File: src/rtl/systolic_ctrl.sv
// Sequencing controller for the MAC systolic array: clears the accumulators,
// streams K skewed operand pairs, flushes the pipeline with zeros, then pulses done.
module systolic_ctrl #(
  parameter int ARR_SIZE      = 4,
  parameter int HORIZONTAL_BW = 16,
  parameter int K_W           = 8
) (
  input  logic                              clk,
  input  logic                              rst,
  input  logic                              start,
  input  logic [K_W-1:0]                    k_len,
  output logic                              busy,
  output logic                              done,
  input  logic                              in_valid,
  output logic                              in_ready,
  input  logic [HORIZONTAL_BW*ARR_SIZE-1:0] a_vec,
  input  logic [HORIZONTAL_BW*ARR_SIZE-1:0] b_vec,
  output logic                              mac_rst,
  output logic                              i_mode,
  output logic [HORIZONTAL_BW*ARR_SIZE-1:0] horizontal_input,
  output logic [HORIZONTAL_BW*ARR_SIZE-1:0] vertical_input
);

  localparam int HBW  = HORIZONTAL_BW;
  localparam int FL_W = $clog2(2 * ARR_SIZE);
  localparam logic [FL_W-1:0] FL_LAST = FL_W'(2 * ARR_SIZE - 2);

  typedef enum logic [2:0] {
    S_IDLE,
    S_CLEAR,
    S_FEED,
    S_FLUSH,
    S_DONE
  } state_t;

  state_t          state_q;
  logic [K_W-1:0]  k_len_q;
  logic [K_W-1:0]  k_cnt_q;
  logic [FL_W-1:0] fl_cnt_q;

  logic accept;
  logic shift_en;
  logic clear_en;

  assign accept   = in_valid && (state_q == S_FEED);
  assign shift_en = (state_q == S_FEED) || (state_q == S_FLUSH);
  assign clear_en = (state_q == S_CLEAR);

  // Control outputs decode straight from the state register, so they carry
  // no combinational path from any input and fall to 0 with the async reset.
  assign mac_rst  = (state_q == S_CLEAR);
  assign in_ready = (state_q == S_FEED);
  assign i_mode   = shift_en;
  assign done     = (state_q == S_DONE);
  assign busy     = (state_q != S_IDLE);

  always_ff @(posedge clk or negedge rst) begin
    if (!rst) begin
      state_q  <= S_IDLE;
      k_len_q  <= '0;
      k_cnt_q  <= '0;
      fl_cnt_q <= '0;
    end else begin
      case (state_q)
        S_IDLE: begin
          if (start && (k_len != '0)) begin
            k_len_q <= k_len;
            state_q <= S_CLEAR;
          end
        end
        S_CLEAR: begin
          k_cnt_q  <= '0;
          fl_cnt_q <= '0;
          state_q  <= S_FEED;
        end
        S_FEED: begin
          if (accept) begin
            k_cnt_q <= k_cnt_q + K_W'(1);
            if (k_cnt_q == k_len_q - K_W'(1)) state_q <= S_FLUSH;
          end
        end
        S_FLUSH: begin
          fl_cnt_q <= fl_cnt_q + FL_W'(1);
          if (fl_cnt_q == FL_LAST) state_q <= S_DONE;
        end
        S_DONE:  state_q <= S_IDLE;
        default: state_q <= S_IDLE;
      endcase
    end
  end

  // Lane gi is a (gi+1)-deep shift register so element gi of a pair reaches
  // the array gi cycles after element 0, giving the diagonal wavefront.
  generate
    for (genvar gi = 0; gi < ARR_SIZE; gi++) begin : g_lane
      logic [HBW-1:0] a_sr_q [0:gi];
      logic [HBW-1:0] b_sr_q [0:gi];

      always_ff @(posedge clk or negedge rst) begin
        if (!rst) begin
          for (int j = 0; j <= gi; j++) begin
            a_sr_q[j] <= '0;
            b_sr_q[j] <= '0;
          end
        end else if (clear_en) begin
          for (int j = 0; j <= gi; j++) begin
            a_sr_q[j] <= '0;
            b_sr_q[j] <= '0;
          end
        end else if (shift_en) begin
          a_sr_q[0] <= accept ? a_vec[HBW*gi +: HBW] : '0;
          b_sr_q[0] <= accept ? b_vec[HBW*gi +: HBW] : '0;
          for (int j = 1; j <= gi; j++) begin
            a_sr_q[j] <= a_sr_q[j-1];
            b_sr_q[j] <= b_sr_q[j-1];
          end
        end
      end

      assign horizontal_input[HBW*gi +: HBW] = a_sr_q[gi];
      assign vertical_input[HBW*gi +: HBW]   = b_sr_q[gi];
    end
  endgenerate

endmodule

File: config.mk
export PLATFORM = sky130hd
export DESIGN_NAME = systolic_ctrl
export DESIGN_NICKNAME = d
export VERILOG_FILES = /design/src/rtl/systolic_ctrl.sv
export SDC_FILE = /design/constraint.sdc
export NUM_CORES = 1
export LEC_CHECK = 0
export CAP_MARGIN = 20
export CORE_MARGIN = 3
export CORE_UTILIZATION = 55
export CTS_CLUSTER_DIAMETER = 80
export DETAILED_ROUTE_END_ITERATION = 12
export DONT_BUFFER_PORTS = 1
export GPL_TIMING_DRIVEN = 0
export MAX_ROUTING_LAYER = met4
export PLACE_DENSITY = 0.7
export SETUP_SLACK_MARGIN = 0.4
export SYNTH_ARGS = -nofsm -noshare
export SYNTH_HDL_FRONTEND = slang
export SYNTH_SLANG_ARGS = --single-unit
File: constraint.sdc
create_clock -name clk -period 2.79 [get_ports clk]
set_clock_uncertainty 0.1 [all_clocks]
set_input_delay 0.279 -clock clk [delete_from_list [all_inputs] [get_ports clk]]
set_output_delay 0.279 -clock clk [all_outputs]
set_load 0.005 [all_outputs]
==> impl_metrics.json <==
{
  "worst_path_largest_cell_delay_ps": 500,
  "finalCritPeriodShare_pct": 79.3,
  "syn_nets": 1095,
  "cts_max_level": 2,
  "grt_max_degree": 343,
  "path_max_fanout": 10,
  "leakagePower_nw": 7.82,
  "cp_cell_sequence": "nand2b_4, clkinv_1, clkbuf_1",
  "viasPerCell": 5.87,
  "ioPinCount": 273,
  "tightest_slew_ps": 676,
  "final_cell_mix": "dfrtp_1 (342), a22o_1 (321), dlygate4sd3_1 (137)",
  "rsz0062_at_grt": "false",
  "timing.reg2reg.setup_slack_ps": 600,
  "routed_wl_mm": 31.8,
  "setup_viol_count_final": 0,
  "numCtsBuffers": 35,
  "synth_ff_type": "dfrtp_1",
  "hold_class": "input pin to asynchronous set/reset pin",
  "die_x_um": 161,
  "drt_pass1_iterations": 5,
  "slew_viol_final": 0,
  "area_growth_pct": 21.9,
  "drv_cap": 0,
  "synth_edf_count": 0,
  "startpoint": "state_q[2]$_DFFE_PN0P_",
  "cpMaxStageDelayCell": "clkbuf_1",
  "cts-root-buf": "clkbuf_16",
  "syn_inst": 951,
  "clk_latency_ps": 510,
  "detailroute.via_count": 8622,
  "layout_commonest_cell": "dfrtp_1",
  "grt_pass1_wl_mm": 50.6,
  "ctsHoldBuffers": 137,
  "hpwlAfterDp_mm": 20.1,
  "coreArea_mm2": 0.0235,
  "holdWs_ps": -626,
  "outcome": "finished, violations left",
  "drt_iter0_markers": 495,
  "final_nets": 1269,
  "use_met3_pct": 5.90,
  "grt_pass1_vias": 9083,
  "min_period_ps": 2210,
  "synth_cell_types": 48,
  "rr_startpoint": "state_q[2]$_DFFE_PN0P_",
  "crit_end": "i_mode",
  "cp_top_family": "buffers and inverters",
  "wl_per_cell_um": 21.7,
  "portBuffers": 0,
  "rows": 56,
  "vdd_drop_max_v": 0.000569,
  "clkSinkCount": 342,
  "dp_slack_ps": 477,
  "required_ps": 2410,
  "start_util_pct": 56.2,
  "hold_viol": 342,
  "routabilityCongestion": 0.808,
  "crit_cells": 3,
  "tns_ps": 0,
  "grtUsageTotal_pct": 25.1,
  "drc": 0,
  "cp.arrival_ps": 1830,
  "cts_tree": "built",
  "violations": "negative hold slack",
  "p_per_area_mw_per_mm2": 1130,
  "synthArstFlopShare_pct": 100,
  "slew_headroom_pct": 54.5,
  "drive_gt1_share_pct": 17.1,
  "clk_pin_slew_ps": 60,
  "max_freq_mhz": 452,
  "critPathBufInv": 2,
  "synth_seq_cells": 342,
  "gr-total-overflow": 0,
  "die_area_mm2": 0.0259,
  "ant_nets": 0,
  "grt_util_met2_pct": 38.7,
  "syn_area_mm2": 0.0132,
  "die_h_um": 161,
  "crit_path_end_kind": "output port",
  "worst_slack_ps": 579,
  "clockBufferDepth": 3,
  "ys_seq_area_share_pct": 64.7,
  "reg2regPathDepth": 5,
  "use_met1_pct": 34.3,
  "yosys_warnings": 0,
  "cp-start-kind": "flop",
  "r2r_end": "vertical_input[37]$_DFFE_PN0P_",
  "antenna_found_initial": 2,
  "crit_type": "flop to output port",
  "grt.busiest_layer": "met2",
  "syn_avg_cell_area_um2": 13.9
}
## where the power goes
part           leakage, nW  switching (W)  total, W  internal, W
clock network        0.553        0.00185   0.00460      0.00276
logic                 2.75        0.00267   0.00545      0.00278
registers             4.51        0.00136   0.00822      0.00686
total                 7.82        0.00588    0.0183       0.0124
## worst min path at each step
stage	slack (ps)	cells after the start	endpoint	start
final	-630	0	vertical_input[49]$_DFFE_PN0P_	rst
after global routing	-650	0	vertical_input[55]$_DFFE_PN0P_	rst
after CTS	-640	0	vertical_input[43]$_DFFE_PN0P_	rst
after detailed placement	-100	0	vertical_input[49]$_DFFE_PN0P_	rst
after global placement	-100	0	vertical_input[49]$_DFFE_PN0P_	rst
after floorplan	-120	0	fl_cnt_q[0]$_DFFE_PN0P_	rst
## cell type report
class / count / area [um^2]
Sequential cell: 342 / 8560
Tap cell: 319 / 399
Buffer: 175 / 1090
Clock buffer: 50 / 995
Multi-Input combinational cell: 427 / 3560
Clock inverter: 10 / 125
Antenna cell: 2 / 5.00
Inverter: 7 / 26.3
Fill cell: 1660 / 7420
Timing Repair Buffer: 137 / 1370
## state kept, by name (all words and copies together), names as in the netlist
name / cells
fl_cnt_q: 3
g_lane.a_sr_q: 112
g_lane.b_sr_q: 112
horizontal_input: 48
k_cnt_q: 8
k_len_q: 8
state_q: 3
vertical_input: 48
## logic make-up after synthesis
logic type	Yosys count	share of synthesized area [%]
adder cells (fa/ha/maj)	4	0.378
flip-flops	342	64.7
multiplexers	8	0.814
buffers and inverters	182	8.39
XOR/XNOR	11	0.728
AND/OR/NAND/NOR	49	2.03
AO/OA/AOI/OAI	355	22.9
## routing by layer
layer  routed length (um)  vias to the layer above
met5                    0                        -
met4                  621                        0
met3                 2220                       45
met2                15000                      331
met1                14000                     4411
li1                     -                     3835
## synth_stat cells, types with 2 or more instances
cell type / number / area [um^2]
a21oi_1: 9 / 45.0
xor2_1: 4 / 35.0
a22o_1: 321 / 2810
nor2_1: 10 / 37.5
nand4_1: 2 / 12.5
xnor2_1: 7 / 61.3
dfrtp_1: 342 / 8560
mux2_2: 2 / 22.5
buf_2: 33 / 165
nor2b_1: 2 / 12.5
buf_1: 2 / 7.51
buf_4: 96 / 721
clkbuf_1: 41 / 154
o21ai_0: 10 / 50.1
ha_1: 4 / 50.1
o31ai_1: 3 / 22.5
nor4_1: 5 / 31.3
nand2b_1: 3 / 18.8
mux2_4: 5 / 75.1
nor3_1: 4 / 20.0
nand2_1: 13 / 48.8
buf_6: 2 / 22.5
inv_1: 6 / 22.5
## timing repair
item	4_1_cts	5_1_grt
setup endpoints to repair	0	9
buffers inserted	0	0
resized for setup	0	4
endpoints found under the hold margin	479	342
## per-stage QoR
step	area, um^2	cells	utilization [%]	hold WS, ps	power, W
after global routing	16100	1469	68.5	-649	0.0193
after floorplan	13200	951	-	-117	0.0120
final	16100	1469	68.5	-626	0.0183
after global placement	13600	1270	57.9	-103	0.0133
after detailed placement	13600	1270	57.9	-104	0.0135
after CTS	16100	1467	68.5	-638	0.0183
Power figures use the tool's default switching activity.
